==> config.mk <==
export PLATFORM = sky130hd
export DESIGN_NAME = read_mem_cmd
export DESIGN_NICKNAME = d
export VERILOG_FILES = /design/src/rtl/read_mem_cmd.sv
export SDC_FILE = /design/constraint.sdc
export NUM_CORES = 1
export LEC_CHECK = 0
export CAP_MARGIN = 20
export CORE_UTILIZATION = 40
export DETAILED_ROUTE_END_ITERATION = 12
export PLACE_DENSITY = 0.79
export SLEW_MARGIN = 10
export SYNTH_ARGS = -nofsm -noshare
export SYNTH_HDL_FRONTEND = slang
export SYNTH_SLANG_ARGS = --single-unit
==> constraint.sdc <==
create_clock -name clk -period 2.44 [get_ports clk]
set_input_delay 0.488 -clock clk [delete_from_list [all_inputs] [get_ports clk]]
set_output_delay 0.488 -clock clk [all_outputs]
set_load 0.01 [all_outputs]
==> src/rtl/read_mem_cmd.sv <==
// Mailbox consumer: polls the command byte in data memory, fetches the start
// position, offers both to the core with valid/ready, then clears the mailbox.
module read_mem_cmd #(
    parameter int          RD_LATENCY    = 1,
    parameter int          POLL_INTERVAL = 16,
    parameter logic [15:0] CMD_ADDR      = 16'h0000,
    parameter logic [15:0] POS_ADDR      = 16'h0001
) (
    input  logic        clk,
    input  logic        rst_n,
    output logic [15:0] mem_addr,
    output logic        mem_rd_en,
    input  logic [7:0]  mem_rdata,
    output logic        mem_wr_en,
    output logic [7:0]  mem_wdata,
    output logic        cmd_valid,
    output logic [1:0]  cmd_algo,
    output logic [7:0]  cmd_pos,
    input  logic        cmd_ready,
    output logic        cmd_err
);

    localparam logic [2:0] S_IDLE   = 3'd0;
    localparam logic [2:0] S_RD_CMD = 3'd1;
    localparam logic [2:0] S_RD_POS = 3'd2;
    localparam logic [2:0] S_OFFER  = 3'd3;
    localparam logic [2:0] S_CLEAR  = 3'd4;

    localparam logic [15:0] POLL_LAST = 16'(POLL_INTERVAL - 1);
    localparam logic [15:0] LAT_LAST  = 16'(RD_LATENCY);

    logic [2:0]  state_r;
    logic [15:0] cnt_r;

    // The clear write only ever stores zero.
    assign mem_wdata = 8'd0;

    // Mailbox FSM; every output is a register, strobes default low each cycle.
    always_ff @(posedge clk) begin
        if (!rst_n) begin
            state_r   <= S_IDLE;
            cnt_r     <= 16'd0;
            mem_addr  <= 16'd0;
            mem_rd_en <= 1'b0;
            mem_wr_en <= 1'b0;
            cmd_valid <= 1'b0;
            cmd_algo  <= 2'd0;
            cmd_pos   <= 8'd0;
            cmd_err   <= 1'b0;
        end else begin
            mem_rd_en <= 1'b0;
            mem_wr_en <= 1'b0;
            cmd_err   <= 1'b0;
            case (state_r)
                S_IDLE: begin
                    if (cnt_r == POLL_LAST) begin
                        cnt_r     <= 16'd0;
                        state_r   <= S_RD_CMD;
                        mem_rd_en <= 1'b1;
                        mem_addr  <= CMD_ADDR;
                    end else begin
                        cnt_r <= cnt_r + 16'd1;
                    end
                end
                // cnt_r counts cycles since the strobe; data is valid at RD_LATENCY.
                S_RD_CMD: begin
                    if (cnt_r == LAT_LAST) begin
                        cnt_r <= 16'd0;
                        if (mem_rdata == 8'd0) begin
                            state_r <= S_IDLE;
                        end else if (mem_rdata == 8'd1 || mem_rdata == 8'd2) begin
                            cmd_algo  <= mem_rdata[1:0];
                            state_r   <= S_RD_POS;
                            mem_rd_en <= 1'b1;
                            mem_addr  <= POS_ADDR;
                        end else begin
                            cmd_err   <= 1'b1;
                            state_r   <= S_CLEAR;
                            mem_wr_en <= 1'b1;
                            mem_addr  <= CMD_ADDR;
                        end
                    end else begin
                        cnt_r <= cnt_r + 16'd1;
                    end
                end
                S_RD_POS: begin
                    if (cnt_r == LAT_LAST) begin
                        cnt_r     <= 16'd0;
                        cmd_pos   <= mem_rdata;
                        cmd_valid <= 1'b1;
                        state_r   <= S_OFFER;
                    end else begin
                        cnt_r <= cnt_r + 16'd1;
                    end
                end
                S_OFFER: begin
                    if (cmd_ready) begin
                        cmd_valid <= 1'b0;
                        state_r   <= S_CLEAR;
                        mem_wr_en <= 1'b1;
                        mem_addr  <= CMD_ADDR;
                    end else begin
                        cmd_valid <= 1'b1;
                    end
                end
                S_CLEAR: begin
                    cnt_r   <= 16'd0;
                    state_r <= S_IDLE;
                end
                default: begin
                    cnt_r     <= 16'd0;
                    cmd_valid <= 1'b0;
                    state_r   <= S_IDLE;
                end
            endcase
        end
    end

endmodule
==> run_results.csv, run 1 <==
group,metric,value,unit
sta,rsz0062_at_grt,"no",
placement,place.gp.congestion,0.850,
clocking,clk_path_buf_depth,2,
setup_path,crit_slowest_cell,"nor3b_1",
yosys,synth_cell_types,46,
yosys,synth-warning-count,0,
setup_path,worstPathMaxFanout,12,
floorplan,pin_count,49,
sta,setup_viol,0,
detailed_routing,viasPerCell,5.31,
sta,relSlewSlack,61.6,%
floorplan,die_h,71.0,um
clocking,cts_root_buffer,"clkbuf_8",
sta,hold_viol_final,0,
floorplan,start_util,42.6,%
global_route,antenna_found_initial,0,
setup_path,crit_cells,7,
global_route,first_global_vias,1412,
detailed_routing,num_vias,1534,
power_and_ir_drop,power.total,1.46,mW
detailed_routing,drc_errors,6,
placement,dp_hpwl,2800,um
run,max_cap_viol_count,0,
sta,worst_pin_slew,573,ps
detailed_routing,drtIter0Drc,132,
clocking,hold_buffers,0,
detailed_routing,wl_per_cell,13.5,um
sta,hold_ws,487,ps
sta,period_minus_slack,2130,ps
detailed_routing,routed_wl,3900,um
finish,syn_to_final_growth,19.4,%
clocking,cts_sinks,34,
yosys,async_flop_share,0,%
global_route,grt_usage,16.6,%
setup_path,crit_path_end_kind,"register",
yosys,synth_top_area_share,35.7,%
power_and_ir_drop,p_per_area,642,mW/mm^2
setup_path,path_cells,"ha_1 > nor3b_1 > nand4_4 > a22oi_1 > buf_4 > o31ai_1 > a21o_1",
floorplan,fp.dieArea,0.00504,mm^2
power_and_ir_drop,peakVddDrop,0.000222,V
yosys,seq_area_frac_synth,35.7,%
clocking,cts_buffers,5,
floorplan,core,0.00447,mm^2
finish,drive_above_1_share,8.02,%
clocking,cts_tree,"built",
yosys,synth_ff_type,"dfxtp_1",
setup_path,worst-path-buf-inv,1,
finish,final_cell_mix,"34 x dfxtp_1, 25 x clkdlybuf4s50_1, 23 x conb_1",
setup_path,max_stage_delay,430,ps
run_status,violations,"design-rule violations",
hold_path,hold_depth,2,
yosys,synth_area_per_cell,9.12,um^2
finish,insertedDiodeCount,0,
setup_path,crit_required,2630,ps
global_route,grt_max_degree,20,
clocking,cts_resized,0,
power_and_ir_drop,p_leak,0.883,nW
yosys,yosys_register_bits,34,
placement,port_buffers,25,
yosys,synth_edf_count,0,
global_route,grt_first_pass_wirelength,6530,um
sta,finalCritPeriodShare,87.4,%
yosys,yosys-top-cells-area,"dfxtp_1 36%, buf_4 9.1%, mux2i_1 5.3%, nor4_4 4.5%, nor2_1 3.9%",
sta,clock_skew,4.44,ps
setup_path,crit_family,"simple AND/OR/NAND/NOR gates",
setup_path,critPathLaunchType,"register",
detailed_routing,drtAntennaViolNets,0,
run_status,outcome,"complete, but fails checks",
hold_path,holdCritPathClass,"reg2reg",
finish,mostFrequentLayoutCell,"dfxtp_1",
yosys,synth_cells,209,
setup_path,reg2reg_depth,7,
finish,final_nets,249,
sta,tns,0,ps
yosys,yosysTopAreaCell,"dfxtp_1",
clocking,htreeDepth,2,
clocking,clk_latency,290,ps
clocking,path_clk_slew,70,ps
floorplan,rows,24,
floorplan,die_w,71.0,um
setup_path,critPathKind,"reg2reg",
yosys,synthesis.area,0.00191,mm^2
global_route,grt_overflow,0,
sta,slew_viol_final,0,
setup_path,arrival,2320,ps
clocking,postCtsSetupRepairBufs,0,
detailed_routing,drt_pass1_iterations,8,
sta,fmax,469,MHz
-- cells by family (layout without fill, tap and decap cells) --
kind of cell    after synthesis  count (layout)  share of synthesized area, %
buf+inv                      35              41                          11.5
xor+xnor                     11              11                          5.06
fa+ha+maj                     2               2                          1.31
flops                        34              34                          35.7
compound gates               31              31                          12.3
other cells                   1              23                         0.197
mux                          10              10                          5.25
simple gates                 85              85                          28.7
-- registers in the layout, indices dropped and copies added, names as in the netlist --
| signal | flops |
|---|---|
| cmd_algo | 2 |
| cmd_err | 1 |
| cmd_pos | 8 |
| cmd_valid | 1 |
| cnt_r | 16 |
| mem_addr | 1 |
| mem_rd_en | 1 |
| mem_wr_en | 1 |
| state_r | 3 |
-- power by group --
part	switching (mW)	internal, mW
registers	0.0319	0.572
clock network	0.220	0.436
logic	0.118	0.0837
total	0.370	1.09
-- final timing paths --
path,slack [ps],to,from
max reg2reg,310,cnt_r[3],cnt_r[0]
max,310,cnt_r[3],cnt_r[0]
min,490,cmd_valid,cmd_valid
min reg2reg,490,cmd_valid,cmd_valid
-- Yosys cell counts (all sizes together), types with 2 or more instances --
cell type and count:
nand3 5, ha 2, and2 2, nor2 20, inv 3, and3 8, a211o 2, o211a 2
nor4 5, xnor2 6, xor2 5, nor2b 11, clkbuf 8, nand2 13, o31ai 5, nor4b 5
mux2i 10, buf 24, a211oi 2, a21oi 3, nand2b 2, o21a 3, nand4 6, dfxtp 34
a21o 3, nor3 4
-- worst register-to-register path: cells and delay by family, from the launching register on --
family | cells | cell delay [ps]
adders and majority gates | 1 | 170
DFF | 1 | 410
buffers and inverters | 1 | 230
and+or+nand+nor | 2 | 660
AOI/OAI and AO/OA | 3 | 560
-- metrics by stage --
stage               setup slack [ps]  util [%]  instances  instance area (um^2)
CTS                              305      50.9        289                  2280
finish                           308      50.9        289                  2280
global route                     116      50.9        289                  2280
global placement                 235      47.7        281                  2130
detailed placement               120      47.7        281                  2130
floorplan                        501         -        231                  1990
-- per-layer routing --
layer,track usage [%],share of wire [%],up-vias
li1,-,-,753
met1,20.9,45,733
met2,27.0,49,43
met3,4.70,4.5,5
met4,6.00,1.3,0
met5,0,0,-
-- cell type report --
class                   count  area [um^2]
well taps                  52         65.1
multi-input cells         162         1090
fillers                   421         2200
clock buffers               6         82.6
flip-flops and latches     34          681
inverters                   3         11.3
clock inverters             2         60.1
repair buffers             30          288
(Power assumes the default switching activity.)
==> run 2, diff against run 1 <==
- CORE_UTILIZATION: 40 -> 49
- PLACE_DENSITY: 0.79 -> unset
- PLACE_DENSITY_LB_ADDON: unset -> 0.08
==> run 2 against run 1 <==
- the run now ends clean
- utilization grew 11 points
- cell count shrank 0.69%
- total power shrank 0.83%
- clock skew up 1.0 ps
==> run_results.csv, run 2 (same netlist as run 1, synthesis figures left out) <==
group,metric,value,unit
run_status,outcome,"complete, no violations",
finish,mostFrequentLayoutCell,"dfxtp_1",
power_and_ir_drop,p_per_area,634,mW/mm^2
clocking,hold_buffers,0,
clocking,path_clk_slew,70,ps
detailed_routing,drtIter0Drc,58,
clocking,htreeDepth,2,
detailed_routing,wl_met3,225,um
detailed_routing,viasPerCell,5.30,
setup_path,worst-path-buf-inv,0,
global_route,antenna_found_initial,0,
power_and_ir_drop,p_leak,0.894,nW
floorplan,core,0.00369,mm^2
sta,hold_viol_final,0,
clocking,clk_latency,290,ps
power_and_ir_drop,seqPwrFrac,40.8,%
detailed_routing,num_vias,1522,
setup_path,crit_required,2620,ps
clocking,clk_path_buf_depth,2,
setup_path,crit_family,"simple AND/OR/NAND/NOR gates",
power_and_ir_drop,p_switching,353,uW
detailed_routing,drtAntennaViolNets,0,
floorplan,rows,22,
placement,dpl-instance-area,0.00214,mm^2
finish,drive_above_1_share,8.79,%
setup_path,crit_slowest_cell,"nor3b_1",
run,max_cap_viol_count,0,
finish,reg.largest.list,"cnt_r x16, cmd_pos x8, state_r x3",
setup_path,critPathLaunchType,"register",
sta,slew_viol_final,0,
clocking,postCtsSetupRepairBufs,0,
sta,period_minus_slack,2080,ps
finish,final_cell_mix,"34 x dfxtp_1, 25 x clkdlybuf4s50_1, 23 x conb_1",
finish,multi_input_area,0.00109,mm^2
floorplan,pin_count,49,
clocking,cts_tree,"built",
global_route,grt_overflow,0,
clocking,cts_resized,0,
detailed_routing,wl_met1,1630,um
power_and_ir_drop,comb_power_share,14.8,%
finish,final_nets,251,
finish,seqCellArea,681,um^2
global_route,grt_max_degree,20,
global_route,grt_first_pass_wirelength,6510,um
power_and_ir_drop,peakVddDrop,0.000270,V
clocking,cts_sinks,34,
sta,finalCritPeriodShare,85.3,%
finish,final_area,0.00229,mm^2
floorplan,die_h,64.4,um
setup_path,arrival,2260,ps
sta,hold_ws,474,ps
detailed_routing,routed_wl,3790,um
detailed_routing,wl_per_cell,13.2,um
setup_path,critPathKind,"reg2reg",
setup_path,path_cells,"ha_1 > nor3b_1 > nand4_4 > nor4b_4 > mux2i_1 > nor2b_1",
hold_path,holdCritPathClass,"reg2reg",
sta,relSlewSlack,65.4,%
power_and_ir_drop,power.internal,1.10,mW
setup_path,worstPathMaxFanout,5,
floorplan,die_w,64.4,um
detailed_routing,drc_errors,0,
sta,fmax,481,MHz
floorplan,start_util,51.7,%
detailed_routing,wl_met2,1890,um
sta,tns,0,ps
finish,largest_reg_flops,16,
finish,insertedDiodeCount,0,
power_and_ir_drop,swShare,24.4,%
sta,worst_pin_slew,518,ps
finish,syn_to_final_growth,20.0,%
sta,setup_viol,0,
finish,instances_no_fill,287,
placement,place.gp.congestion,0.816,
global_route,first_global_vias,1408,
power_and_ir_drop,clock_power_share,44.4,%
placement,place_inst,279,
placement,port_buffers,25,
setup_path,crit_path_end_kind,"register",
detailed_routing,top_layer,"met4",
finish,filler_cell_count,336,
placement,dp_hpwl,2760,um
floorplan,fp.dieArea,0.00414,mm^2
global_route,grt_usage,20.8,%
sta,rsz0062_at_grt,"no",
finish,top_register,"cnt_r",
detailed_routing,drt_pass1_iterations,4,
clocking,cts_root_buffer,"clkbuf_8",
clocking,cts_buffers,5,
setup_path,max_stage_delay,440,ps
sta,clock_skew,5.44,ps
-- run 2: worst register-to-register path, stage by stage (launching register included) --
cell     delay [ps]
dfxtp_1         400
ha_1            170
nor3b_1         440
nand4_4         230
nor4b_4         420
mux2i_1         250
nor2b_1          60
-- run 2: path summary, 6_finish.rpt --
check | start | endpoint | slack [ps] | cells past startpoint
setup reg to reg | cnt_r[0] | cmd_algo[0] | 360 | 6
hold reg to reg | cmd_valid | cmd_valid | 470 | 2
hold / removal | cmd_valid | cmd_valid | 470 | 2
setup / recovery | cnt_r[0] | cmd_algo[0] | 360 | 6
-- run 2: area by class of cell --
| class | instances | share of cell area (%) |
|---|---|---|
| Multi-Input combinational cell | 162 | 47.6 |
| Sequential cell | 34 | 29.8 |
| Timing Repair Buffer | 32 | 13.2 |
| Clock buffer | 6 | 3.61 |
| Clock inverter | 2 | 2.63 |
| Tap cell | 48 | 2.63 |
| Inverter | 3 | 0.493 |
-- run 2: through the flow --
stage | power, mW | setup slack (ps) | utilization (%)
4_1_cts | 1.46 | 333 | 62.0
3_3_place_gp | 0.811 | 220 | 58.1
6_report | 1.45 | 360 | 62.0
3_5_place_dp | 0.817 | 187 | 58.1
2_1_floorplan | 0.783 | 501 | -
5_1_grt | 1.52 | 154 | 62.0
-- run 2: metal layers --
layer	GRT usage, %	vias up
met2	34.5	49
met4	8.06	0
met3	7.68	6
met1	24.0	710
li1	-	757
met5	0	-
-- run 2: power groups by stage --
stage          clock network [mW]  logic [mW]  registers [mW]
4_1_cts                     0.659       0.214           0.591
3_5_place_dp                    0       0.213           0.604
3_3_place_gp                    0       0.208           0.603
2_1_floorplan                   0       0.181           0.602
6_report                    0.643       0.214           0.592
5_1_grt                     0.684       0.237           0.596
==> RTL edit, RTL diff (config.mk and constraints of run 2) <==
Register the output `cmd_err` once more, cleared by the reset; this adds one clock of latency there. The other outputs are not delayed to match.
--- a/src/rtl/read_mem_cmd.sv
+++ b/src/rtl/read_mem_cmd.sv
@@ -29,6 +29,8 @@
     localparam logic [15:0] POLL_LAST = 16'(POLL_INTERVAL - 1);
     localparam logic [15:0] LAT_LAST  = 16'(RD_LATENCY);
 
+    logic cmd_err_s0;
+
     logic [2:0]  state_r;
     logic [15:0] cnt_r;
 
@@ -46,11 +48,11 @@
             cmd_valid <= 1'b0;
             cmd_algo  <= 2'd0;
             cmd_pos   <= 8'd0;
-            cmd_err   <= 1'b0;
+            cmd_err_s0 <= 1'b0;
         end else begin
             mem_rd_en <= 1'b0;
             mem_wr_en <= 1'b0;
-            cmd_err   <= 1'b0;
+            cmd_err_s0 <= 1'b0;
             case (state_r)
                 S_IDLE: begin
                     if (cnt_r == POLL_LAST) begin
@@ -74,7 +76,7 @@
                             mem_rd_en <= 1'b1;
                             mem_addr  <= POS_ADDR;
                         end else begin
-                            cmd_err   <= 1'b1;
+                            cmd_err_s0 <= 1'b1;
                             state_r   <= S_CLEAR;
                             mem_wr_en <= 1'b1;
                             mem_addr  <= CMD_ADDR;
@@ -116,4 +118,12 @@
         end
     end
 
+    always_ff @(posedge clk) begin
+        if (!rst_n) begin
+            cmd_err <= '0;
+        end else begin
+            cmd_err <= cmd_err_s0;
+        end
+    end
+
 endmodule
Formal check against the unedited RTL: same outputs for any inputs over 10 cycles, from zero or initial values and one cycle with rst_n low; that may be too few to reach the edited logic, so the function may still have changed.
==> RTL edit against run 2 <==
Sequential share of layout area is 2.9 points higher; wire length fell by 8.8%; non-clock buffer count down 2; sequential cell count is 1 higher; setup slack got worse by 160 ps; count of clock-buffer cells in the layout grew 2; worst hold slack worse by 41 ps; first-iteration DRC count decreased by 33%; critical path depth is the same; synthesized area fell by 3.9%; design area fell by 6.2%; cell count is 2.8% lower.
Power is not compared: it rests on default switching activity, and its combinational part moved more than twofold at a synthesized area within 25%.
==> RTL edit: results (changes against run 2) <==
DIE AREA -> 3990 um^2 (-3.8%)
DR pass1 iterations -> 4 (unchanged)
Worst min-delay path class -> flip-flop to flip-flop
Leakage -> 0.845 nW
Reg clk slew, reported paths -> 70 ps (about the same)
Vias in the first global route -> 1326 (-5.8%)
Slew Limit Headroom -> 60.6% (-4.8 points)
First-pass GRT wire length -> 5.89 mm (-9.4%)
CP max FO -> 5 (unchanged)
Outcome -> complete, no violations
Top layer reached by signal wires -> met4
Post-DP Area -> 2040 um^2 (-4.7%)
Most instantiated library cell after synthesis -> dfxtp_1
Post-synth top cells -> dfxtp_1 (35), buf_4 (24), nor2_1 (24)
# nets final -> 245 (-2.4%)
Dpl cells -> 271 (-2.9%)
Dpl hpwl -> 2.53 mm (-8.5%)
Initial drt markers -> 39 (-33%)
Post-synthesis sequential area ratio -> 38.3% (+2.5 points)
Skew-Pair Late Insertion Delay -> 280 ps
Post-placement setup slack -> 147 ps (-40.7 ps)
GRT Overall Usage -> 18.7% (-2.1 points)
Peak VDD IR -> 0.287 mV
CTS HTree Levels -> 2 (unchanged)
Antenna violations before repair -> 0 (unchanged)
Worst Skew -> 1.83 ps (-3.62 ps)
WL met2 -> 1.60 mm (-15%)
Arr. time, crit path -> 2410 ps (+150 ps)
Drt via density -> 5.24 (-1.2%)
Largest net degree at the start of global routing -> 20 (unchanged)
Main area contributors after synthesis -> dfxtp_1 (38%), buf_4 (9.8%), xor2_1 (6.2%), mux2i_1 (6.0%), nor2_1 (4.9%)
Met3 routed WL -> 240 um (+6.7%)
Antenna diodes -> 0 (unchanged)
PortBufs -> 25 (unchanged)
DR WL/cell -> 12.4 um (-6.2%)
RePlAce Congestion -> 0.873 (+7.0%)
Layout Cells excl Fill -> 279 (-2.8%)
Share of layout cells above drive strength 1 -> 8.15% (-0.63 points)
Syn Area/Cell -> 8.89 um^2 (-2.5%)
Top_reg_cell synth -> dfxtp_1
Distinct cells, synth -> 40 (-13%)
Syn. warnings -> 0 (unchanged)
Metal-1 WL -> 1.54 mm (-5.3%)
Postcts setup bufs -> 0 (unchanged)
Fill count -> 302 (-10%)
Area of the core -> 3470 um^2 (-6.0%)
Root Driver -> clkbuf_8
Clock Path Buffers -> 2 (unchanged)
Biggest regs -> cnt_r: 16 flops, cmd_pos: 8 flops, state_r: 3 flops
RTL edit: final timing paths:
| path | endpoint | depth (start not counted) | slack (ps) | startpoint |
|---|---|---|---|---|
| setup / recovery | cmd_algo[0]$_SDFFE_PN0P_ | 6 | 200 | cnt_r[0]$_SDFFE_PN0P_ |
| hold / removal | cmd_err$_SDFF_PN0_ | 1 | 430 | cmd_err_s0$_SDFF_PN0_ |
| setup reg to reg | cmd_algo[0]$_SDFFE_PN0P_ | 6 | 200 | cnt_r[0]$_SDFFE_PN0P_ |
| hold reg to reg | cmd_err$_SDFF_PN0_ | 1 | 430 | cmd_err_s0$_SDFF_PN0_ |
RTL edit: cell type report:
class,instances,area (um^2),share of cell area [%]
Multi-Input combinational cell,158,990,46.2
Sequential cell,35,701,32.7
Timing Repair Buffer,30,288,13.4
Clock buffer,8,100,4.67
Tap cell,46,57.6,2.69
Inverter,2,7.51,0.350
RTL edit: cell families after synthesis:
kind of cell	after synthesis	synth area share [%]
xor gates and xnor gates	17	8.13
AOI/OAI and AO/OA	17	6.08
muxes	11	6.01
buffers and inverters	35	12.2
and+or+nand+nor	88	27.7
DFF	35	38.3
other	1	0.205
adders and majority gates	2	1.37
RTL edit: worst max-delay path, cell delays in order (launching register included):
cell and delay [ps]:
dfxtp_1 400, ha_1 170, or3b_2 500, or4_4 460, nor4_4 260, mux2i_1 270
nor2b_1 70
RTL edit: power breakdown:
group	switching (mW)	total (mW)	internal, mW
combinational	0.0465	0.0800	0.0335
clock	0.196	0.453	0.257
sequential	0.00539	0.581	0.575
RTL edit: metal layers:
layer | vias up | track usage, %
met1 | 674 | 21.9
met5 | - | 0
met4 | 0 | 8.43
met2 | 60 | 30.9
met3 | 8 | 5.80
li1 | 720 | -
RTL edit: repair_timing:
item                       CTS  global route
setup endpoints to repair    0             1
gates resized for setup      0             0
hold buffers                 0             0
RTL edit: per-stage QoR:
stage / total power, mW / hold WS (ps)
after floorplan: 0.668 / 412
after global placement: 0.671 / 413
after detailed placement: 0.673 / 421
after CTS: 1.13 / 436
after global routing: 1.16 / 450
final: 1.11 / 433
